$ cat config.mk
export PLATFORM = sky130hd
export DESIGN_NAME = spi_slave_rx
export DESIGN_NICKNAME = d
export VERILOG_FILES = /design/src/rtl/spi_slave_rx.sv
export SDC_FILE = /design/constraint.sdc
export NUM_CORES = 1
export LEC_CHECK = 0
export ABC_AREA = 1
export BUFFER_PORTS_ARGS = -buffer_cell sky130_fd_sc_hd__buf_4
export CAP_MARGIN = 10
export CORE_UTILIZATION = 40
export DETAILED_ROUTE_END_ITERATION = 7
export HOLD_SLACK_MARGIN = 0.08
export PLACE_DENSITY = 0.53
export SLEW_MARGIN = 30
export SYNTH_ARGS = -nofsm -noshare
export SYNTH_HDL_FRONTEND = slang
export SYNTH_SLANG_ARGS = --single-unit
$ cat constraint.sdc
create_clock -name m_clk -period 4.4 [get_ports m_clk]
set_input_delay 0.88 -clock m_clk [delete_from_list [all_inputs] [get_ports m_clk]]
set_output_delay 0.88 -clock m_clk [all_outputs]
set_load 0.05 [all_outputs]
$ cat src/rtl/spi_slave_rx.sv
// SPI mode-0 receive-only slave: synchronizes SCLK/CS_N/MOSI into m_clk, rebuilds words, queues them in a FWFT FIFO.
// Optional macro SPI_RX_LSB_FIRST_EN selects LSB-first bit order (default MSB first).
module spi_slave_rx #(
  parameter int unsigned DATA_W      = 8,
  parameter int unsigned FIFO_DEPTH  = 4,
  parameter int unsigned SYNC_STAGES = 2
) (
  input  logic              m_clk,
  input  logic              reset,
  input  logic              spi_sclk,
  input  logic              spi_cs_n,
  input  logic              spi_mosi,
  output logic [DATA_W-1:0] rx_data,
  output logic              rx_valid,
  input  logic              rx_ready,
  input  logic              ovr_clr,
  output logic              overrun,
  output logic              frame_err
);

  localparam int unsigned AW = $clog2(FIFO_DEPTH);
  localparam int unsigned CW = $clog2(DATA_W + 1);

  typedef enum logic [1:0] {WAIT_HI, IDLE, SHIFT} state_t;

  // Synchronizers and edge-detect history
  logic [SYNC_STAGES-1:0] r_sclk_sync;
  logic [SYNC_STAGES-1:0] r_cs_sync;
  logic [SYNC_STAGES-1:0] r_mosi_sync;
  logic                   r_sclk_hist;
  logic                   r_cs_hist;

  logic w_sclk;
  logic w_cs_n;
  logic w_mosi;
  logic w_sclk_rise;
  logic w_cs_fall;
  logic w_cs_rise;

  // CS synchronizer resets low so a frame held open across reset never looks like an idle-to-active edge.
  always_ff @(posedge m_clk) begin
    if (reset) begin
      r_sclk_sync <= '0;
      r_cs_sync   <= '0;
      r_mosi_sync <= '0;
      r_sclk_hist <= 1'b0;
      r_cs_hist   <= 1'b0;
    end else begin
      r_sclk_sync <= {r_sclk_sync[SYNC_STAGES-2:0], spi_sclk};
      r_cs_sync   <= {r_cs_sync[SYNC_STAGES-2:0], spi_cs_n};
      r_mosi_sync <= {r_mosi_sync[SYNC_STAGES-2:0], spi_mosi};
      r_sclk_hist <= w_sclk;
      r_cs_hist   <= w_cs_n;
    end
  end

  assign w_sclk      = r_sclk_sync[SYNC_STAGES-1];
  assign w_cs_n      = r_cs_sync[SYNC_STAGES-1];
  assign w_mosi      = r_mosi_sync[SYNC_STAGES-1];
  assign w_sclk_rise = w_sclk & ~r_sclk_hist;
  assign w_cs_fall   = ~w_cs_n & r_cs_hist;
  assign w_cs_rise   = w_cs_n & ~r_cs_hist;

  // Frame FSM and shift register
  state_t            r_state;
  state_t            w_state_nxt;
  logic [CW-1:0]     r_cnt;
  logic [CW-1:0]     w_cnt_nxt;
  logic [DATA_W-1:0] r_sh;
  logic [DATA_W-1:0] w_sh_nxt;
  logic [DATA_W-1:0] w_sh_shift;
  logic              r_push;
  logic              w_push_nxt;
  logic              r_frame_err;
  logic              w_fe_nxt;

`ifdef SPI_RX_LSB_FIRST_EN
  assign w_sh_shift = {w_mosi, r_sh[DATA_W-1:1]};
`else
  assign w_sh_shift = {r_sh[DATA_W-2:0], w_mosi};
`endif

  always_comb begin
    w_state_nxt = r_state;
    w_cnt_nxt   = r_cnt;
    w_sh_nxt    = r_sh;
    w_push_nxt  = 1'b0;
    w_fe_nxt    = 1'b0;
    case (r_state)
      WAIT_HI: begin
        if (w_cs_n) w_state_nxt = IDLE;
      end
      IDLE: begin
        if (w_cs_fall) begin
          w_cnt_nxt   = '0;
          w_sh_nxt    = '0;
          w_state_nxt = SHIFT;
        end
      end
      SHIFT: begin
        // A CS rise masks a coincident SCLK rise.
        if (w_cs_rise) begin
          w_fe_nxt    = (r_cnt != '0);
          w_cnt_nxt   = '0;
          w_state_nxt = IDLE;
        end else if (w_sclk_rise) begin
          w_sh_nxt = w_sh_shift;
          if (r_cnt == CW'(DATA_W - 1)) begin
            w_cnt_nxt  = '0;
            w_push_nxt = 1'b1;
          end else begin
            w_cnt_nxt = r_cnt + 1'b1;
          end
        end
      end
      default: w_state_nxt = WAIT_HI;
    endcase
  end

  always_ff @(posedge m_clk) begin
    if (reset) begin
      r_state     <= WAIT_HI;
      r_cnt       <= '0;
      r_sh        <= '0;
      r_push      <= 1'b0;
      r_frame_err <= 1'b0;
    end else begin
      r_state     <= w_state_nxt;
      r_cnt       <= w_cnt_nxt;
      r_sh        <= w_sh_nxt;
      r_push      <= w_push_nxt;
      r_frame_err <= w_fe_nxt;
    end
  end

  // Receive FIFO, first-word-fall-through
  logic [DATA_W-1:0] r_mem [FIFO_DEPTH];
  logic [AW:0]       r_wptr;
  logic [AW:0]       r_rptr;
  logic              r_overrun;
  logic              w_full;
  logic              w_empty;
  logic              w_pop;
  logic              w_wr;
  logic              w_ovr_set;

  assign w_empty   = (r_wptr == r_rptr);
  assign w_full    = (r_wptr[AW] != r_rptr[AW]) && (r_wptr[AW-1:0] == r_rptr[AW-1:0]);
  assign w_pop     = ~w_empty & rx_ready;
  // r_sh still holds the completed word during the push cycle; the next shift is several cycles away.
  assign w_wr      = r_push & (~w_full | w_pop);
  assign w_ovr_set = r_push & w_full & ~w_pop;

  always_ff @(posedge m_clk) begin
    if (reset) begin
      for (int unsigned i = 0; i < FIFO_DEPTH; i++) r_mem[i] <= '0;
      r_wptr    <= '0;
      r_rptr    <= '0;
      r_overrun <= 1'b0;
    end else begin
      if (w_wr) begin
        r_mem[r_wptr[AW-1:0]] <= r_sh;
        r_wptr                <= r_wptr + 1'b1;
      end
      if (w_pop) r_rptr <= r_rptr + 1'b1;
      if (w_ovr_set)    r_overrun <= 1'b1;
      else if (ovr_clr) r_overrun <= 1'b0;
    end
  end

  assign rx_data   = r_mem[r_rptr[AW-1:0]];
  assign rx_valid  = ~w_empty;
  assign overrun   = r_overrun;
  assign frame_err = r_frame_err;

endmodule

* After elaboration in Yosys (flattened, before gate mapping)
Memory sizes are Yosys's and may differ from the RTL's. A register that Yosys moved wholly into a read port is not among the register bits.
Index checks and enable logic that the tools add are counted.
** Operators by class
- Add/sub/neg operators :: 3
- Multipliers :: 0
- Divide/modulo/power cells :: 0
- Magnitude comparators :: 0
- Equal/unequal tests :: 12
- Shift operators :: 0
- Mux-type cells :: 26
- Bitwise gates (word level) :: 17
- Reductions and logical operators :: 11
** Operators by type and width (number)
- $mux W8 :: 4
- $mux W4 :: 4
- $pmux W8 S2 :: 1
- $mux W2 :: 6
- $ne A2 B2 Y1 const B :: 5
- $mux W1 :: 9
- $not A1 Y1 :: 9
- $pmux W4 S2 :: 1
- $reduce_or A8 Y1 :: 1
- $and A1 B1 Y1 :: 7
- $add A3 B1 Y3 const B :: 2
- $pmux W2 S3 :: 1
- $reduce_and A3 Y1 :: 2
- $add A4 B1 Y4 const B :: 1
- $eq A4 B3 Y1 const B :: 1
- $reduce_and A4 Y1 :: 1
- $reduce_bool A2 Y1 :: 2
- $reduce_bool A4 Y1 :: 1
- $reduce_or A4 Y1 :: 1
- $eq A3 B3 Y1 :: 1
- $ne A3 B3 Y1 const B :: 1
- $reduce_or A3 Y1 :: 1
- $eq A2 B1 Y1 const B :: 1
- $eq A2 B2 Y1 :: 1
- 5 further kinds :: 5
** Storage, ports and cells
- Register bits :: 31
- Bits in latches :: 0
- Bits in writable memories :: 32
- Memory bits (read-only) :: 0
- Input port bits :: 7
- Output and inout port bits :: 11
- Logic and storage cells :: 83
- Memories kept :: 1
** Memories
- r_mem :: words 4, bits a word 8, rd ports 1, clocked after Yosys merged registers in 1, write ports 4, line 137 : logic [DATA_W-1:0] r_mem [FIFO_DEPTH];

* Logic depth before layout (Yosys ltp)
Gate-level depths: netlist (run 1).
- Depth after elaboration :: 10
- Depth in mapped cells :: 9
- Depth with buffers taken out :: 9

* Worst setup path after synthesis (run 1)
Ideal clock, no wire load.
- Kind :: register to output
- Start point :: register (tool-made name)
- End point :: output port rx_data[0]
- Arrival time :: 1.604 ns
- Required time :: 3.520 ns
- Slack :: 1.916 ns
- Stages on the path, launching flop included :: 5
- Path buffers :: 1
- Cells stage by stage :: dfxtp_1 -> inv_1 -> clkbuf_1 -> o21ai_0 -> o22ai_1
** RTL lines
- end: declaration :: line 13 : output logic [DATA_W-1:0] rx_data,

* Worst setup path after layout (run 1)
- Start point :: register r_wptr[0]
- End point :: output port rx_valid
** Between the ends
- Cells in the longest elaborated chain, start to end :: 2
** RTL lines
- start: declaration :: line 138 : logic [AW:0] r_wptr;
- start signal: assignment :: line 163 : r_wptr <= r_wptr + 1'b1;
- $eq A3 B3 Y1 :: line 147 : assign w_empty = (r_wptr == r_rptr);
- $not A1 Y1 :: line 172 : assign rx_valid = ~w_empty;
- end: declaration :: line 14 : output logic rx_valid,
No other way between the ends.

==> results of run 1 <==
[sequential cells by signal, summed over array words and instances, names as in the netlist, named ones only]
name	flops
r_mem	32
r_sh	8
r_cnt	4
r_rptr	3
r_wptr	3
r_cs_sync	2
r_mosi_sync	2
r_sclk_sync	2
r_state	2
frame_err	1
overrun	1
r_cs_hist	1
r_push	1
r_sclk_hist	1
[where the power goes]
part           total (mW)  switching, mW  internal [mW]
Clock               0.524          0.245          0.279
Combinational       0.166          0.119         0.0474
Sequential          0.665         0.0138          0.651
Total                1.36          0.378          0.978
[synth_stat cells]
| cell type | number | share of area [%] |
|---|---|---|
| buf_2 | 1 | 0.18 |
| nand2_4 | 1 | 0.40 |
| nand4_2 | 1 | 0.44 |
| nor3_1 | 15 | 2.7 |
| a21oi_1 | 15 | 2.7 |
| edfxtp_1 | 32 | 34 |
| dfxtp_1 | 33 | 23 |
| nor2_2 | 3 | 0.66 |
| nand4_1 | 2 | 0.44 |
| inv_2 | 2 | 0.27 |
| nand2_1 | 35 | 4.7 |
| inv_1 | 34 | 4.5 |
| clkinv_1 | 1 | 0.13 |
| ha_1 | 4 | 1.8 |
| clkbuf_1 | 8 | 1.1 |
| a221oi_1 | 1 | 0.31 |
| nand4_4 | 1 | 0.75 |
| nor3_2 | 10 | 3.5 |
| nor2_1 | 53 | 7.0 |
| o22ai_1 | 8 | 1.8 |
| buf_6 | 3 | 1.2 |
| o21ai_0 | 36 | 6.4 |
| nand3_1 | 6 | 1.1 |
| xor2_1 | 2 | 0.62 |
[cell families after synthesis]
kind of cell | after synthesis | share of synthesized area [%]
XOR/XNOR | 2 | 0.621
flip-flops | 65 | 57.4
AND/OR/NAND/NOR | 127 | 21.7
adder cells (fa/ha/maj) | 4 | 1.77
AO/OA/AOI/OAI | 60 | 11.1
buffers and inverters | 49 | 7.36
[worst reg2reg max path, cell delays in order (launching register included)]
cell     delay (ns)
dfxtp_1        0.66
inv_1          0.37
nand2_1        0.14
nand2_1        0.07
nor2_2         0.16
nand2_4        0.11
nand4_4        0.24
nand2_1        0.08
nor2_1         0.56
[per-stage QoR]
step	std cells	power, mW	cell area (um^2)
after floorplan	307	0.793	2820
after global placement	410	0.846	3020
after detailed placement	410	0.846	3020
after CTS	426	1.37	3220
after global routing	426	1.40	3220
final	426	1.36	3220
[final cells by class]
type | instances | share of cell area [%]
tap | 96 | 3.73
timing repair buffer | 19 | 4.43
sequential | 65 | 50.4
clock inverter | 6 | 2.02
inverter | 37 | 4.31
clock buffer | 10 | 4.28
multi-input combinational | 193 | 30.9
[per-layer routing]
metal / vias up / global-route usage, % / share of wire, %
li1: 1065 / - / -
met1: 930 / 20.7 / 46
met2: 44 / 28.1 / 47
met3: 13 / 4.14 / 3.6
met4: 0 / 10.5 / 2.9
met5: - / 0 / 0
[how the worst max path moves through the flow]
stage          startpoint           to  slack [ns]  cells after the start
2_1_floorplan   flip-flop   rx_data[0]        1.92                      4
3_3_place_gp        reset  r_mem[2][7]        1.27                      4
3_5_place_dp        reset  r_mem[2][7]        1.19                      4
4_1_cts         r_wptr[0]     rx_valid        1.46                      6
5_1_grt         r_wptr[0]     rx_valid        1.28                      6
6_report        r_wptr[0]     rx_valid        1.45                      6
==> impl_results.rst, run 1 <==
.. list-table::
   :header-rows: 1

   * - Metric
     - Value
   * - Status
     - completed
   * - Yosys reg bits
     - 65
   * - Die Wd
     - 86.0 um
   * - Max-capacitance violation count
     - 0
   * - Grt total ovfl
     - 0
   * - Fill cell total of the finished layout
     - between 600 and 700
   * - Die Area
     - between 7000 and 8000 um^2
   * - Cell mode on critical path
     - nand2_1
   * - Worst path max stage delay
     - 0.66 ns
   * - Diode insertion count for antenna repair
     - 0
   * - CP delay by family, top
     - flip-flops
   * - Final hold violation count
     - 0
   * - WP buf/inv
     - 2
   * - Setup slack of the worst register-to-register path
     - 1.65 ns
   * - Critical path, cell by cell
     - inv_1 > nand2_1 > nand2_1 > nor2_2 > nand2_1 > buf_4
   * - End point of the worst hold path
     - r_sclk_sync[1]
   * - Via density
     - 4.82
   * - Worst-case headroom to the max-slew limit
     - 52.0%
   * - Mean routed wirelength per cell
     - about 13 um
   * - Slack of the critical path
     - between 1 and 1.5 ns
   * - Power density over cell area
     - between 400 and 500 nW/um^2
   * - Endpoint arrival time on the critical path
     - just over 2 ns
   * - Core Region
     - around 6800 um^2
   * - Type of the tightest min-delay check
     - reg -> reg
   * - Htree depth
     - 3
   * - Setup repair after global routing missed its margin
     - false
   * - Final critical path time including I/O delays and setup
     - a little under 3 ns
   * - Via count of the routed design
     - just over 2000
   * - IO Count
     - 18
   * - R2R Path Start
     - r_wptr[0]
   * - Clock skew
     - 0.0128 ns
   * - Number of hold buffers added after cts
     - 0
   * - Footprint of the flip-flops and latches
     - roughly 1600 um^2
   * - 1st-pass router iterations
     - 4
   * - TritonCTS buffer count
     - 9
   * - Final Max Slew Viols
     - 0
   * - Vias in the first global route
     - 1915
   * - I/O Buffers
     - 17
   * - Library cell used as clock root buffer
     - clkbuf_8
   * - Number of cells traversed by the worst hold path
     - 2
   * - Maximum count of clock buffers along a single path
     - 2
   * - Worst hold start
     - r_sclk_sync[0]
   * - Maximum ir drop on the vdd rail
     - 0.146 mV
   * - Standard-cell rows
     - 30
   * - Slew at the pin with the worst max-slew slack
     - 0.717 ns
   * - Resized cells post-CTS
     - 0
   * - Nets
     - ~340
   * - Wire length of the first global-routing pass
     - ~9400 um
   * - Post-layout util
     - 47.4%
   * - Total wirelength of the detailed-routed design
     - between 5000 and 6000 um
   * - Mapped Avg Cell Area
     - 9.19 um^2
   * - Classification of the worst setup path
     - reg -> out
   * - Number of clock sinks seen by CTS
     - 65
   * - Share of the clock period used by the worst path
     - 66.9%
   * - Clock latency on the worst-skew pair
     - between 0.3 and 0.4 ns
   * - Leading cell types in the layout, fill and taps excluded
     - 53 x nor2_1, 35 x o21ai_0, 35 x nand2_1
   * - Number of setup buffers added after CTS
     - 0
   * - Die Ht
     - between 80 and 90 um
   * - Capturing point of the worst reg2reg path
     - r_mem[3][2]
   * - Fin Setup TNS
     - 0 ns
   * - HPWL after DPL
     - a little over 4000 um
   * - Number of distinct library cells after synthesis
     - 24
   * - Place WS
     - around 1.2 ns
   * - Antenna violations before repair
     - 0
   * - Cell area after synthesis
     - about 2800 um^2
   * - CTS tree
     - built
   * - Clock Pin Slew Worst Setup and Hold Paths
     - approximately 0.070 ns
   * - Multi-input logic area
     - roughly 1000 um^2
   * - WHS
     - ~0.40 ns
   * - Crit path launch type
     - flip-flop
   * - Count of final setup violators
     - 0
   * - Total track usage
     - between 10% and 20%
   * - Largest driver fanout on the critical path
     - 12
   * - CP max-delay cell
     - dfxtp_1
   * - Layout cells sized above 1
     - between 10% and 20%
   * - Reg2Reg Depth
     - 8
   * - Number of warnings reported in the yosys synthesis log
     - 0
   * - Gate count of the mapped netlist
     - a little over 300
   * - Leakage power summed over all cells
     - between 1 and 1.5 nW
   * - Area grow syn2layout
     - 14.1%
   * - Crit path required time
     - ~3.5 ns
   * - Pin count of the biggest net entering global routing
     - 23
   * - Initial core utilization
     - roughly two fifths
   * - Residual DRC
     - 0
   * - Number of DRC violations after detailed-routing iteration 0
     - about 130
   * - Net count after synthesis
     - 318
   * - Sequential-to-total area share from yosys stat
     - a little under three fifths
   * - Routability congestion estimate
     - approximately 0.74
   * - Number of nets still failing antenna checks after routing
     - 0
   * - F_max
     - ~340 MHz
   * - Category of the worst setup path capture point
     - output pin
   * - Most common library cell in the layout ignoring fill and taps
     - nor2_1
(Power assumes the default switching activity.)
==> run 2, diff against run 1 <==
--- a/config.mk
+++ b/config.mk
@@ -11,7 +11,7 @@
 export CORE_UTILIZATION = 40
 export DETAILED_ROUTE_END_ITERATION = 7
 export HOLD_SLACK_MARGIN = 0.08
-export PLACE_DENSITY = 0.53
+export PLACE_DENSITY = 0.56
 export SLEW_MARGIN = 30
 export SYNTH_ARGS = -nofsm -noshare
 export SYNTH_HDL_FRONTEND = slang
==> constraint.sdc (replaced) <==
create_clock -name m_clk -period 2.6 [get_ports m_clk]
set_input_delay 0.52 -clock m_clk [delete_from_list [all_inputs] [get_ports m_clk]]
set_output_delay 0.52 -clock m_clk [all_outputs]
set_load 0.05 [all_outputs]
==> run 2 against run 1 <==
Compared with the run above: clock skew decreased by 0.0040 ns; clock power increased by 76%; first-iteration DRC count increased by 6.8%; die area unchanged; worst hold slack got worse by 0.017 ns; global-route usage decreased by 0.67 points; cell count increased by 1.4%; sequential share of layout area decreased by 0.83 points; combinational power increased by 78%; power increased by 72%; largest power group unchanged; register-to-register slack got worse by 1.0 ns; critical path depth decreased by 2.
==> impl_results.rst, run 2 (synthesis gave the netlist of run 1 again) <==
.. list-table::
   :header-rows: 1

   * - Metric
     - Value
   * - Fill cell total of the finished layout
     - 650 (-1.2%)
   * - 1st-pass router iterations
     - 4 (unchanged)
   * - Nets
     - 342 (+1.8%)
   * - Standard-cell rows
     - 30 (unchanged)
   * - Final critical path time including I/O delays and setup
     - 2.15 ns
   * - Clock latency on the worst-skew pair
     - 0.34 ns (about the same)
   * - Number of clock sinks seen by CTS
     - 65 (unchanged)
   * - I/O Buffers
     - 17 (unchanged)
   * - Routability congestion estimate
     - 0.741 (+0.15%)
   * - HPWL after DPL
     - 3930 um (-2.3%)
   * - Critical path, cell by cell
     - inv_1 > o21ai_0 > o22ai_1 > buf_4
   * - Number of hold buffers added after cts
     - 0 (unchanged)
   * - Total wirelength of the detailed-routed design
     - 5500 um (-3.5%)
   * - Die Wd
     - 86.0 um (unchanged)
   * - Diode insertion count for antenna repair
     - 0 (unchanged)
   * - Residual DRC
     - 0 (unchanged)
   * - Total track usage
     - 16.6% (-0.67 points)
   * - TritonCTS buffer count
     - 9 (unchanged)
   * - Core Region
     - 6790 um^2 (unchanged)
   * - Footprint of the flip-flops and latches
     - 1620 um^2 (unchanged)
   * - Most common library cell in the layout ignoring fill and taps
     - nor2_1
   * - Count of final setup violators
     - 0 (unchanged)
   * - Mean routed wirelength per cell
     - 12.7 um (-4.8%)
   * - Largest driver fanout on the critical path
     - 16 (+4)
   * - Pin count of the biggest net entering global routing
     - 20 (-13%)
   * - Via count of the routed design
     - 2076 (+1.2%)
   * - Leakage power summed over all cells
     - 1.27 nW (+3.0%)
   * - IO Count
     - 18 (unchanged)
   * - Share of the clock period used by the worst path
     - between 80% and 90%
   * - CP delay by family, top
     - buffers and inverters
   * - Clock Pin Slew Worst Setup and Hold Paths
     - 0.07 ns (about the same)
   * - Area grow syn2layout
     - 16.0%
   * - Worst path max stage delay
     - 0.35 ns (-0.31 ns)
   * - Resized cells post-CTS
     - 0 (unchanged)
   * - Die Area
     - 7400 um^2 (unchanged)
   * - Number of setup buffers added after CTS
     - 0 (unchanged)
   * - Fin Setup TNS
     - 0 ns (unchanged)
   * - Max-capacitance violation count
     - 0 (unchanged)
   * - Layout cells sized above 1
     - 17.3% (+1.2 points)
   * - Clock skew
     - 0.00885 ns (-0.00396 ns)
   * - Wire length of the first global-routing pass
     - 9270 um (-0.96%)
   * - Leading cell types in the layout, fill and taps excluded
     - 53 x nor2_1, 36 x o21ai_0, 35 x nand2_1
   * - Multi-input logic area
     - 993 um^2 (unchanged)
   * - Vias in the first global route
     - 2014 (+5.2%)
   * - Endpoint arrival time on the critical path
     - 1.63 ns (-0.44 ns)
   * - Status
     - completed
   * - Htree depth
     - 3 (unchanged)
   * - Number of flip-flops under the largest register name
     - 32 (unchanged)
   * - Number of nets still failing antenna checks after routing
     - 0 (unchanged)
   * - F_max
     - approximately 460 MHz
   * - Final Max Slew Viols
     - 0 (unchanged)
   * - Library cell used as clock root buffer
     - clkbuf_8
   * - Power density over cell area
     - 713 nW/um^2 (+69%)
   * - Post-route design area
     - 3270 um^2 (+1.7%)
   * - Category of the worst setup path capture point
     - output pin
   * - Initial core utilization
     - 41.5% (unchanged)
   * - Number of DRC violations after detailed-routing iteration 0
     - 141 (+6.8%)
   * - Slew at the pin with the worst max-slew slack
     - 0.460 ns (-0.257 ns)
   * - Grt total ovfl
     - 0 (unchanged)
   * - Crit path launch type
     - flip-flop
   * - Instance area at placement
     - 3060 um^2 (+1.5%)
   * - Post-layout util
     - 48.2% (+0.79 points)
   * - Type of the tightest min-delay check
     - in -> reg
   * - Final hold violation count
     - 0 (unchanged)
   * - CP max-delay cell
     - inv_1
   * - Maximum count of clock buffers along a single path
     - 2 (unchanged)
   * - Die Ht
     - 86.0 um (unchanged)
   * - CTS tree
     - built
   * - WP buf/inv
     - 2 (unchanged)
   * - Leading registers by flop count
     - r_mem: 32 flops, r_sh: 8 flops, r_cnt: 4 flops
   * - Classification of the worst setup path
     - reg -> out
   * - Most flop-heavy register
     - r_mem
   * - Antenna violations before repair
     - 0 (unchanged)
   * - Setup repair after global routing missed its margin
     - false
   * - Maximum ir drop on the vdd rail
     - 0.453 mV (+210%)
   * - Crit path required time
     - 2.08 ns (-1.44 ns)
   * - Via density
     - 4.81 (-0.24%)
   * - Worst-case headroom to the max-slew limit
     - 69.3% (+17 points)
## run 2: changes by cell type in the layout (fill, tap and decap cells not counted), sizes merged
cell | before | now
clkinv | 3 | 5
inv | 38 | 36
bufinv | 1 | 2
buf | 19 | 25
clkinvlp | 1 | 0
## run 2: worst reg2reg max path, cell delays in order, from the launching register on
cell     delay [ns]
dfxtp_1        0.33
inv_1          0.31
nand2_1        0.09
nand2_1        0.08
nor2_2         0.06
nand2_4        0.10
nand4_4        0.28
o21ai_0        0.26
buf_4          0.20
## run 2: layout make-up
| cell class | instances | share of cell area [%] |
|---|---|---|
| sequential | 65 | 49.5 |
| multi-input combinational | 193 | 30.4 |
| timing repair buffer | 25 | 5.73 |
| inverter | 37 | 4.24 |
| clock buffer | 10 | 3.90 |
| tap | 96 | 3.67 |
| clock inverter | 6 | 2.56 |
## run 2: metal layers
layer | global-route usage [%] | vias to the layer above | part of all wire, % | wire [um]
li1 | - | 1072 | - | -
met1 | 19.6 | 942 | 44 | 2400
met2 | 27.3 | 47 | 50 | 2750
met3 | 2.98 | 15 | 3.3 | 182
met4 | 11.5 | 0 | 2.9 | 161
met5 | 0 | - | 0 | 0
## run 2: path summary, 6_finish.rpt
check,to,cells after the start,startpoint,slack (ns)
setup / recovery,rx_data[0],4,flip-flop,0.45
hold / removal,r_mosi_sync[0],3,spi_mosi,0.39
setup reg to reg,r_mem[0][6],8,r_wptr[1],0.60
hold reg to reg,r_sclk_sync[1],2,r_sclk_sync[0],0.40
## run 2: per-stage QoR
step	worst slack [ns]	hold WS, ns	instances	total power, mW
CTS	0.449	0.376	432	2.35
global route	0.311	0.381	432	2.42
floorplan	0.476	0.388	307	1.34
global placement	0.633	0.389	416	1.44
detailed placement	0.598	0.396	416	1.44
finish	0.446	0.386	432	2.33
## run 2: power by group
part           switching [mW]  internal, mW
sequential             0.0168          1.10
combinational           0.210        0.0854
clock                   0.383         0.537
total                   0.610          1.72
==> run 3, diff against run 2 <==
==> constraint.sdc (replaced) <==
create_clock -name m_clk -period 1.9 [get_ports m_clk]
set_input_delay 0.38 -clock m_clk [delete_from_list [all_inputs] [get_ports m_clk]]
set_output_delay 0.38 -clock m_clk [all_outputs]
set_load 0.05 [all_outputs]
==> run 3 against run 2 <==
Compared with the run above: setup slack worse by 0.35 ns; cell count up 1.4%; via count down 0.34%; die area unchanged; core utilization increased by 1.3 points; critical endpoint unchanged.
==> impl_results.rst, run 3 (synthesis gave the netlist of run 1 again) <==
.. list-table::
   :header-rows: 1

   * - Metric
     - Value
   * - Status
     - completed
   * - Via count of the routed design
     - 2069 (-0.34%)
   * - HPWL after DPL
     - 3800 um (-3.2%)
   * - F_max
     - 553 MHz
   * - Footprint of the flip-flops and latches
     - 1620 um^2 (+0.15%)
   * - Final hold violation count
     - 0 (unchanged)
   * - Fin Setup TNS
     - 0 ns (unchanged)
   * - Final instance count without filler cells
     - 438 (+1.4%)
   * - Most common library cell in the layout ignoring fill and taps
     - nor2_1
   * - Diode insertion count for antenna repair
     - 0 (unchanged)
   * - Library cell used as clock root buffer
     - clkbuf_8
   * - Htree depth
     - 3 (unchanged)
   * - Total wirelength of the detailed-routed design
     - 5200 um (-5.4%)
   * - Endpoint arrival time on the critical path
     - 1.43 ns (-0.20 ns)
   * - IO Count
     - 18 (unchanged)
   * - Clock latency on the worst-skew pair
     - 0.33 ns (about the same)
   * - Vias in the first global route
     - 1913 (-5.0%)
   * - Nets
     - 348 (+1.8%)
   * - Most flop-heavy register
     - r_mem
   * - Post-placement cell count
     - 421 (+1.2%)
   * - Setup repair after global routing missed its margin
     - true
   * - Number of nets still failing antenna checks after routing
     - 0 (unchanged)
   * - Number of clock sinks seen by CTS
     - 65 (unchanged)
   * - Antenna violations before repair
     - 0 (unchanged)
   * - TritonCTS buffer count
     - 9 (unchanged)
   * - Count of final setup violators
     - 0 (unchanged)
   * - Grt total ovfl
     - 0 (unchanged)
   * - Routability congestion estimate
     - 0.740 (-0.19%)
   * - Initial core utilization
     - 41.5% (unchanged)
   * - Number of cells traversed by the worst hold path
     - 3 (unchanged)
   * - Number of flip-flops under the largest register name
     - 32 (unchanged)
   * - Leading cell types in the layout, fill and taps excluded
     - 53 x nor2_1, 35 x nand2_1, 33 x inv_1
   * - Maximum ir drop on the vdd rail
     - 0.466 mV (+3.0%)
   * - Layout cells sized above 1
     - 21.3% (+4.1 points)
   * - Core Region
     - 6790 um^2 (unchanged)
   * - Leakage power summed over all cells
     - 1.30 nW (+2.5%)
   * - Residual DRC
     - 0 (unchanged)
   * - Total track usage
     - 16.0% (-0.61 points)
   * - Slew at the pin with the worst max-slew slack
     - 0.318 ns (-0.143 ns)
   * - Multi-input logic area
     - 1050 um^2 (+5.5%)
   * - Die Ht
     - 86.0 um (unchanged)
   * - Crit path required time
     - 1.52 ns (-0.56 ns)
   * - 1st-pass router iterations
     - 4 (unchanged)
   * - Mean routed wirelength per cell
     - 11.9 um (-6.7%)
   * - Leading registers by flop count
     - r_mem: 32 flops, r_sh: 8 flops, r_cnt: 4 flops
   * - Die Area
     - 7400 um^2 (unchanged)
   * - Via density
     - 4.72 (-1.7%)
   * - Final Max Slew Viols
     - 0 (unchanged)
   * - Wire length of the first global-routing pass
     - 9000 um (-2.9%)
   * - Number of DRC violations after detailed-routing iteration 0
     - 98 (-30%)
   * - Crit path launch type
     - flip-flop
   * - Maximum count of clock buffers along a single path
     - 2 (unchanged)
   * - Classification of the worst setup path
     - reg -> out
   * - Clock skew
     - 0.00817 ns (-0.000683 ns)
   * - Type of the tightest min-delay check
     - in -> reg
   * - I/O Buffers
     - 17 (unchanged)
   * - CTS tree
     - built
   * - Share of the clock period used by the worst path
     - a little over nine tenths
   * - Die Wd
     - 86.0 um (unchanged)
   * - Worst-case headroom to the max-slew limit
     - 78.8% (+9.5 points)
   * - Final critical path time including I/O delays and setup
     - around 1.8 ns
   * - Max-capacitance violation count
     - 0 (unchanged)
   * - Largest driver fanout on the critical path
     - 8 (-8)
   * - Pin count of the biggest net entering global routing
     - 17 (-15%)
   * - Category of the worst setup path capture point
     - output pin
   * - Clock Pin Slew Worst Setup and Hold Paths
     - 0.07 ns (about the same)
   * - Area grow syn2layout
     - 19.1%
   * - Reg2Reg Depth
     - 9 (+1)
   * - Standard-cell rows
     - 30 (unchanged)
   * - Fill cell total of the finished layout
     - 631 (-2.9%)
   * - Number of hold buffers added after cts
     - 0 (unchanged)
   * - Power density over cell area
     - 917 nW/um^2 (+29%)
-- run 3: cell types whose count changed in the layout (fill, tap and decap cells not counted), moves of 2 or more --
cell	before	now
dfxtp_1	33	31
clkinvlp_4	0	2
o22ai_2	0	8
o22ai_1	8	0
dfxtp_2	0	2
clkbuf_1	1	3
buf_4	25	29
o21ai_0	36	30
o21ai_1	0	6
-- run 3: worst max-delay path, stage by stage (launching register included) --
cell and delay, ns:
dfxtp_2 0.41, clkinvlp_4 0.19, o21ai_0 0.23, o22ai_2 0.08, buf_4 0.19
-- run 3: final timing paths --
path	start	to	slack (ns)
max	flip-flop	rx_data[0]	0.09
min	spi_sclk	r_sclk_sync[0]	0.25
max reg2reg	r_wptr[0]	r_mem[3][5]	0.33
min reg2reg	r_mosi_sync[0]	r_mosi_sync[1]	0.40
-- run 3: power breakdown --
| group | internal [mW] | switching (mW) | leakage, nW |
|---|---|---|---|
| clock network | 0.639 | 0.470 | 0.0974 |
| logic | 0.140 | 0.289 | 0.602 |
| registers | 1.51 | 0.0307 | 0.599 |
| total | 2.29 | 0.790 | 1.30 |
-- run 3: final cells by class --
cell class / instances / area share (%)
clock buffer: 13 / 4.43
clock inverter: 3 / 1.19
inverter: 37 / 4.24
multi-input combinational: 193 / 31.2
sequential: 65 / 48.3
tap: 96 / 3.57
timing repair buffer: 30 / 6.81
timing repair inverter: 1 / 0.223
-- run 3: timing repair --
item	in CTS	in global routing
setup buffers	0	0
endpoints found under the setup margin	0	9
resized for setup	0	12
-- run 3: routing by layer --
metal,up-vias,GRT usage [%],part of all wire (%)
li1,1089,-,-
met3,4,6.35,4.0
met2,41,25.1,47
met1,935,20.3,49
met5,-,0,0
met4,0,4.55,0.73
-- run 3: through the flow --
stage / utilization (%) / setup slack (ns) / power [mW] / area (um^2) / hold WS (ns)
floorplan: - / -0.0305 / 1.86 / 2870 / 0.388
global placement: 46.4 / 0.352 / 1.99 / 3150 / 0.391
detailed placement: 46.4 / 0.305 / 1.99 / 3150 / 0.397
CTS: 49.1 / 0.0257 / 3.11 / 3340 / 0.229
global route: 49.5 / -0.00870 / 3.24 / 3360 / 0.224
finish: 49.5 / 0.0907 / 3.08 / 3360 / 0.251
